File: src/rtl/rand_word_packer_if.sv
// Bit-in / word-out bus of rand_word_packer.
//   randBit, CSReq : sampler side (raw bit plus "bit stable" strobe)
//   randWord, randValid, randReady : word handshake toward readout
//   fillLevel, overflow, dropCnt   : FIFO status
// master = sampler/readout side, slave = packer side.
interface rand_word_packer_if #(
  parameter int WORD_W     = 8,
  parameter int FIFO_DEPTH = 4,
  parameter int DROP_CNT_W = 16
);
  localparam int LVL_W = $clog2(FIFO_DEPTH) + 1;

  logic                  randBit;
  logic                  CSReq;
  logic [WORD_W-1:0]     randWord;
  logic                  randValid;
  logic                  randReady;
  logic [LVL_W-1:0]      fillLevel;
  logic                  overflow;
  logic [DROP_CNT_W-1:0] dropCnt;

  modport master (
    output randBit, CSReq, randReady,
    input  randWord, randValid, fillLevel, overflow, dropCnt
  );

  modport slave (
    input  randBit, CSReq, randReady,
    output randWord, randValid, fillLevel, overflow, dropCnt
  );
endinterface

File: src/rtl/rand_word_packer.sv
// rand_word_packer: packs sampled random bits MSB-first into WORD_W-bit words,
// queues them in a FIFO_DEPTH-entry FIFO and presents the head word on a
// valid/ready handshake. Words arriving while the FIFO is full (and not being
// popped that cycle) are dropped, counted in a saturating counter and flagged.
// Ports:
//   clk  : system clock
//   rst  : synchronous, active-high reset
//   bus  : rand_word_packer_if.slave (randBit/CSReq in, word handshake out,
//          fillLevel/overflow/dropCnt status out)
// Optional feature: define VON_NEUMANN_EN to place a von Neumann debiaser
// ahead of the shifter (pairs 01 -> 0, 10 -> 1, 00/11 discarded).
module rand_word_packer #(
  parameter int WORD_W     = 8,
  parameter int FIFO_DEPTH = 4,
  parameter int DROP_CNT_W = 16
) (
  input logic             clk,
  input logic             rst,
  rand_word_packer_if.slave bus
);
  localparam int AW = $clog2(FIFO_DEPTH);
  localparam int LW = AW + 1;
  localparam int CW = $clog2(WORD_W);
  localparam logic [CW-1:0] LAST_BIT = CW'(WORD_W - 1);
  localparam logic [LW-1:0] FULL_LVL = LW'(FIFO_DEPTH);

  logic [WORD_W-2:0] shift_reg;
  logic [CW-1:0]     bit_cnt;
  logic [WORD_W-1:0] mem [FIFO_DEPTH];
  logic [AW-1:0]     wr_ptr, rd_ptr;
  logic [LW-1:0]     level;
  logic              ovf;
  logic [DROP_CNT_W-1:0] drop_cnt;

  logic              acc_vld, acc_bit;
  logic [WORD_W-1:0] word_in;
  logic              push, pop, full, do_push, drop;

  // ---------------- accepted-bit source ----------------
`ifdef VON_NEUMANN_EN
  logic pair_second;  // 0: next CSReq is first of a pair
  logic pair_bit;

  // Second bit of a differing pair yields the first bit (01 -> 0, 10 -> 1).
  assign acc_vld = bus.CSReq && pair_second && (bus.randBit != pair_bit);
  assign acc_bit = pair_bit;

  always_ff @(posedge clk) begin
    if (rst) begin
      pair_second <= 1'b0;
      pair_bit    <= 1'b0;
    end else if (bus.CSReq) begin
      pair_second <= ~pair_second;
      if (!pair_second) pair_bit <= bus.randBit;
    end
  end
`else
  assign acc_vld = bus.CSReq;
  assign acc_bit = bus.randBit;
`endif

  // ---------------- packing / FIFO control ----------------
  assign word_in = {shift_reg, acc_bit};
  assign push    = acc_vld && (bit_cnt == LAST_BIT);
  assign pop     = bus.randValid && bus.randReady;
  assign full    = (level == FULL_LVL);
  // A pop in the same cycle frees a slot, so a full FIFO still takes the push.
  assign do_push = push && (!full || pop) && !rst;
  assign drop    = push && full && !pop;

  always_ff @(posedge clk) begin
    if (rst) begin
      shift_reg <= '0;
      bit_cnt   <= '0;
      wr_ptr    <= '0;
      rd_ptr    <= '0;
      level     <= '0;
      ovf       <= 1'b0;
      drop_cnt  <= '0;
    end else begin
      if (acc_vld) begin
        shift_reg <= word_in[WORD_W-2:0];
        bit_cnt   <= (bit_cnt == LAST_BIT) ? '0 : bit_cnt + CW'(1);
      end
      if (do_push) wr_ptr <= wr_ptr + AW'(1);
      if (pop)     rd_ptr <= rd_ptr + AW'(1);
      case ({do_push, pop})
        2'b10:   level <= level + LW'(1);
        2'b01:   level <= level - LW'(1);
        default: level <= level;
      endcase
      if (drop) begin
        ovf <= 1'b1;
        if (drop_cnt != '1) drop_cnt <= drop_cnt + DROP_CNT_W'(1);
      end
    end
  end

  // Storage carries no reset; the output mux hides stale contents when empty.
  always_ff @(posedge clk) begin
    if (do_push) mem[wr_ptr] <= word_in;
  end

  assign bus.randValid = (level != '0);
  assign bus.randWord  = bus.randValid ? mem[rd_ptr] : '0;
  assign bus.fillLevel = level;
  assign bus.overflow  = ovf;
  assign bus.dropCnt   = drop_cnt;
endmodule

File: src/flat_wrapper.sv
// flat-port wrapper written by rule: the top's interface ports become plain ports
module rand_word_packer_flat 
#(
  parameter int WORD_W     = 8,
  parameter int FIFO_DEPTH = 4,
  parameter int DROP_CNT_W = 16
)
  (clk, rst, bus_randBit, bus_CSReq, bus_randReady, bus_randWord, bus_randValid, bus_fillLevel, bus_overflow, bus_dropCnt);
  rand_word_packer_if #(.WORD_W(WORD_W), .FIFO_DEPTH(FIFO_DEPTH), .DROP_CNT_W(DROP_CNT_W)) bus_i ();
  input logic clk;
  input logic rst;
  input wire logic [$bits(bus_i.randBit)-1:0] bus_randBit;
  input wire logic [$bits(bus_i.CSReq)-1:0] bus_CSReq;
  input wire logic [$bits(bus_i.randReady)-1:0] bus_randReady;
  output wire logic [$bits(bus_i.randWord)-1:0] bus_randWord;
  output wire logic [$bits(bus_i.randValid)-1:0] bus_randValid;
  output wire logic [$bits(bus_i.fillLevel)-1:0] bus_fillLevel;
  output wire logic [$bits(bus_i.overflow)-1:0] bus_overflow;
  output wire logic [$bits(bus_i.dropCnt)-1:0] bus_dropCnt;
  assign bus_i.randBit = bus_randBit;
  assign bus_i.CSReq = bus_CSReq;
  assign bus_i.randReady = bus_randReady;
  assign bus_randWord = bus_i.randWord;
  assign bus_randValid = bus_i.randValid;
  assign bus_fillLevel = bus_i.fillLevel;
  assign bus_overflow = bus_i.overflow;
  assign bus_dropCnt = bus_i.dropCnt;
  rand_word_packer #(.WORD_W(WORD_W), .FIFO_DEPTH(FIFO_DEPTH), .DROP_CNT_W(DROP_CNT_W)) u_core (.clk(clk), .rst(rst), .bus(bus_i));
endmodule
File: config.mk
export PLATFORM = sky130hd
export DESIGN_NAME = rand_word_packer_flat
export DESIGN_NICKNAME = d
export VERILOG_FILES = /design/src/rtl/rand_word_packer_if.sv /design/src/rtl/rand_word_packer.sv /design/src/flat_wrapper.sv
export SDC_FILE = /design/constraint.sdc
export NUM_CORES = 1
export LEC_CHECK = 0
export ABC_AREA = 1
export BUFFER_PORTS_ARGS = -buffer_cell sky130_fd_sc_hd__clkbuf_2
export CORE_ASPECT_RATIO = 1.5
export CORE_MARGIN = 2
export CORE_UTILIZATION = 45
export CTS_CLUSTER_SIZE = 12
export DETAILED_ROUTE_END_ITERATION = 12
export MAX_ROUTING_LAYER = met4
export PLACE_DENSITY = 0.73
export SLEW_MARGIN = 20
export SYNTH_ARGS = -nofsm -noshare
export SYNTH_HDL_FRONTEND = slang
export SYNTH_SLANG_ARGS = --single-unit
export TNS_END_PERCENT = 100
File: constraint.sdc
create_clock -name clk -period 2.6 [get_ports clk]
set_clock_uncertainty 0.2 [all_clocks]
set_input_delay 0.52 -clock clk [delete_from_list [all_inputs] [get_ports clk]]
set_output_delay 0.52 -clock clk [all_outputs]
set_load 0.01 [all_outputs]
---- Word-level counts from Yosys, hierarchy flattened ----
Memories as Yosys holds them, arrays and structs flattened. A register that Yosys moved wholly into a read port is not among the register bits.
Index checks and enable logic that the tools add are counted.
cells by class
  equal/unequal tests ..................... 5
  add/sub/neg operators ................... 6
  multiplexer cells ....................... 7
  reductions and logical operators ........ 13
operators with widths
  kind                   count
  $add 16x1->16 const B  1
  $ne 16x16->1 const B   1
  $mux 8                 1
  $add 3x1->3 const B    2
  $eq 3x3->1 const B     2
  $logic_and 1x1->1      6
  $pmux 3 s2             1
  $add 2x1->2 const B    2
  $mux 2                 2
  $logic_not 1->1        3
  $mux 3                 1
  $reduce_bool 3->1      1
  $sub 3x1->3 const B    1
  $eq 2x1->1 const B     1
  $eq 2x2->1 const B     1
  $mux 1                 2
  $reduce_and 2->1       1
  $reduce_bool 2->1      1
  $logic_or 1x1->1       1
storage, ports and cells
  memories kept ........................... 1
  word-level logic and storage cells ...... 39
  register bits ........................... 34
  RAM bits ................................ 32
memory list
  memory      depth  bits a word  rd ports  clocked after Yosys merged registers in  wr ports  line                    RTL
  u_core.mem  4      8            1         1                                        1         rand_word_packer.sv:29  logic [WORD_W-1:0] mem [FIFO_DEPTH];

---- Logic depth before layout (Yosys ltp) ----
  depth in word-level cells ............... 7
  depth in mapped cells ................... 12
  mapped depth without buffers ............ 12

---- Worst setup path before layout ----
OpenSTA, ideal clock, no wires.
  path type ............................... input -> register
  from .................................... input bus_randReady
  to ...................................... register u_core.level[2] (netlist: u_core.bus.fillLevel[2])
  data arrival time ....................... 2.029 ns
  setup slack ............................. 0.249 ns
  cell stages on the path ................. 12
  cell sequence ........................... inv_1 nand2_1 nor2_2 nor2_1 nand2_1 ha_1 inv_1 fa_1 a21oi_1 o21ai_0 o21ai_0 a21oi_1
between the ends
  word-level cells in the longest chain between the ends .. 6
ends and longest elaborated chain
  element                                                 line                    RTL
  start: declaration                                      flat_wrapper.sv:14      input wire logic [$bits(bus_i.randReady)-1:0] bus_randReady;
  $logic_and 1x1->1 *                                     rand_word_packer.sv:65  assign pop = bus.randValid && bus.randReady;
  $logic_or 1x1->1                                        rand_word_packer.sv:68  assign do_push = push && (!full || pop) && !rst;
  $logic_and 1x1->1 (2 in series)                         rand_word_packer.sv:68
  $eq 2x1->1 / $eq 2x2->1 (equally long branches)         rand_word_packer.sv:87  case ({do_push, pop})
  $pmux 3 s2 / $reduce_bool 2->1 (equally long branches)  n/a
  end signal: assignment                                  rand_word_packer.sv:88  2'b10: level <= level + LW'(1);
  end signal: assignment                                  rand_word_packer.sv:89  2'b01: level <= level - LW'(1);
  end signal: assignment                                  rand_word_packer.sv:90  default: level <= level;
  end: declaration                                        rand_word_packer.sv:31  logic [LW-1:0] level;
Every way passes the cells marked *; elsewhere a longest branch is shown, timed or not.
A chain may end at the register's enable or synchronous reset.

---- Worst setup path after layout ----
  from .................................... register u_core.bit_cnt[0]
  to ...................................... register u_core.level[2] (netlist: u_core.bus.fillLevel[2])
between the ends
  word-level cells in the longest chain between the ends .. 6
ends and longest elaborated chain
  element                                                 line                    RTL
  start: declaration                                      rand_word_packer.sv:28  logic [CW-1:0] bit_cnt;
  start signal: assignment                                rand_word_packer.sv:83  bit_cnt <= (bit_cnt == LAST_BIT) ? '0 : bit_cnt + CW'(1);
  $eq 3x3->1 *                                            rand_word_packer.sv:64  assign push = acc_vld && (bit_cnt == LAST_BIT);
  $logic_and 1x1->1 *                                     rand_word_packer.sv:64
  $logic_and 1x1->1 * (2 in series)                       rand_word_packer.sv:68
  $eq 2x1->1 / $eq 2x2->1 (equally long branches)         rand_word_packer.sv:87
  $pmux 3 s2 / $reduce_bool 2->1 (equally long branches)  n/a
Marked as above.

==> results.md <==
- Clk pwr share: 43.7%
- First-pass GRT wire length: 10,700 microns
- Post-DP HPWL: 4560 microns
- Area Overhead vs Synth: 16.4%
- Gpl congestion: 0.896
- Worst Setup Start Kind: flop
- Fraction of the mapped netlist area in adder cells: between 3 and 4%
- Hold WC Path Type: in2reg
- Design area: 3560 sq um
- Post-route minimum period: 2.44 ns
- Initial core utilization: about 47%
- Power per Cell Area: 593 nW/um^2
- Initial DRC Count: 150
- Net Switching: between 0.4 and 0.5 mW
- Final period util: 93.8%
- Commonest non-fill, non-tap cells in the layout: 90 x nor2_1, 47 x nand2_1, 36 x dfxtp_1
- Synth Area in Simple Gates: 23.7%
- Crit path DAT: 2.47 ns
- VDD IR-drop max: 0.000220 V
- Congestion Overflow GR: 0
- # diodes: 0
- Synth Area in Compound Gates: 11.2%
- Multiplexer share of the synthesized area: 0%
- Total power: 2.11 mW
- Initial antenna violation count: 0
- Pre-antenna DRT Iters: 4
- CTS Sinks: roughly 70
- FP Rows: 36
- Vias per cell: 5.10
- Slew headroom: 67.9%
- Routed WL: 6400 microns
- Total Routing Usage GR: 18.8%
- Clock-pin slew on the worst setup and hold paths: 0.07 ns
- CTS tree: done
- Die H: roughly 100 microns
- Switch share: 20.4%
- Clk_lat worst skew: 0.35 ns
- Max Cap Violations: 0
- Post-CTS setup buffers: 0
- Max reg flops: 32
- Register area share after synthesis: 55.0%
- Flop pwr share: 54.2%
- Worst-case clock buffer depth: 2
- Vias in the first global route: 2,397
- Ports: 34
- CTS Buf Count: 9
- Synth warnings: 0
- Mapped Cells: 355
- Layout cell share with drive strength beyond 1: 18.0%
- Worst Max-Slew Pin Slew: between 0.4 and 0.5 ns
- TNS Setup: 0 ns
- Die area: roughly 7500 sq um
- Root Buffer: clkbuf_8
- Synth Cell Area: about 3100 sq um
- Post-synthesis xor/xnor area fraction: 0.860%
- Final core utilization: between 50% and 60%
- Mean Syn Cell Area: 8.61 sq um
- Die W: 71.3 microns
- Internal power: 1.68 mW
- I/O Buffers: 33
- Core Region: ~6500 sq um
- Drc violations: 0
- RSZ-0062 raised after global routing: false
- CP Data Required Time: 2.63 ns
- Post-CTS Hold Buffers: 0
- Final hold slack: 0.229 ns
- Leak: 1.41 nW
- Post-Syn Nets: 369
- FMAX: 0.410 GHz
- Fin. max-slew vios: 0
- Drt wl/cell: 13.3 microns
- Vias: between 2,000 and 2,500
- Detail Route Antenna Nets: 0
- Netlist cell types: 28
- Most common cell after layout, fill and taps aside: nor2_1
- Final net count: 414
- Largest net degree at the start of global routing: 28
- H-Tree Depth: 3
- PostCTS Resize Cnt: 0
- Fin. Hold Viols: 0
- Crit end category: flop
- CP max FO: 4
- Status: completed
- Final setup violation count: 0
- Yosys reg bits: 68
- CP Class: reg2reg
- Combinational power share: 2.2%
- Post-place instance area: between 3000 and 4000 sq um
- Largest family of logic cells by synthesized area: simple AND/OR/NAND/NOR gates
==> area by class of cell <==
type                       instances  area, sq um
fill                             586         2970
sequential                        68         1680
multi-input combinational        247         1210
timing repair buffer              44          248
clock buffer                      10          128
inverter                          30          113
tap                               76         95.1
clock inverter                     6         80.1
==> logic make-up (layout without fill, tap and decap cells) <==
group,count (synthesis),after routing
compound gates,67,67
xor+xnor,3,3
fa+ha+maj,9,9
buf+inv,40,90
flops,68,68
simple gates,168,168
==> metal layers <==
metal / GRT usage, % / wire [microns]
met5: - / 0
met4: 9.03 / 121
met3: 4.24 / 263
met2: 32.2 / 3340
met1: 20.1 / 2680
==> worst max-delay path: stages, from the launching register on <==
cell     delay [ns]
dfxtp_1        0.33
ha_1           0.20
ha_1           0.19
nand2_1        0.14
nor2_1         0.10
nand2_1        0.10
ha_1           0.15
inv_1          0.07
fa_1           0.37
a21oi_1        0.14
o21ai_0        0.11
o21ai_0        0.17
a21oi_1        0.05
==> stage by stage <==
step	cells	setup slack, ns
floorplan	355	0.249
global placement	465	0.211
detailed placement	465	0.131
CTS	481	0.139
global route	481	0.0237
finish	481	0.161
==> path summary, 6_finish.rpt <==
path | from | endpoint | slack, ns | cells past startpoint
setup / recovery | u_core.bit_cnt[0] | u_core.bus.fillLevel[2] | 0.16 | 12
hold / removal | bus_randBit | u_core.mem[2][0] | 0.23 | 1
setup reg to reg | u_core.bit_cnt[0] | u_core.bus.fillLevel[2] | 0.16 | 12
hold reg to reg | u_core.rd_ptr[1] | u_core.rd_ptr[1] | 0.27 | 2
==> cell usage after synthesis <==
library cell	instances	area [sq um]
nor3_1	1	5.00
nor3_2	1	10.0
o21ai_0	34	170
edfxtp_1	32	961
o21ai_2	1	8.76
buf_2	4	20.0
nand2_2	2	12.5
xor2_1	1	8.76
dfxtp_1	36	721
inv_2	1	3.75
clkinv_1	1	3.75
nand2_1	47	176
o21a_1	1	7.51
inv_1	28	105
o21ai_1	2	10.0
nand3_1	14	70.1
fa_1	1	20.0
nand2_4	2	22.5
nor2_4	4	45.0
clkbuf_1	5	18.8
nor2_1	90	338
nand3b_1	1	7.51
nand4_1	1	6.26
buf_6	1	11.3
ha_1	8	100
xnor2_1	2	17.5
nor2_2	5	31.3
a21oi_1	29	145
==> power groups by stage <==
stage	logic (mW)	registers [mW]	clock network [mW]
4_1_cts	0.0465	1.14	0.941
2_1_floorplan	0.0331	1.16	0
3_3_place_gp	0.0449	1.16	0
6_report	0.0454	1.14	0.921
3_5_place_dp	0.0461	1.17	0
5_1_grt	0.0536	1.14	0.986
(Power assumes the default switching activity.)
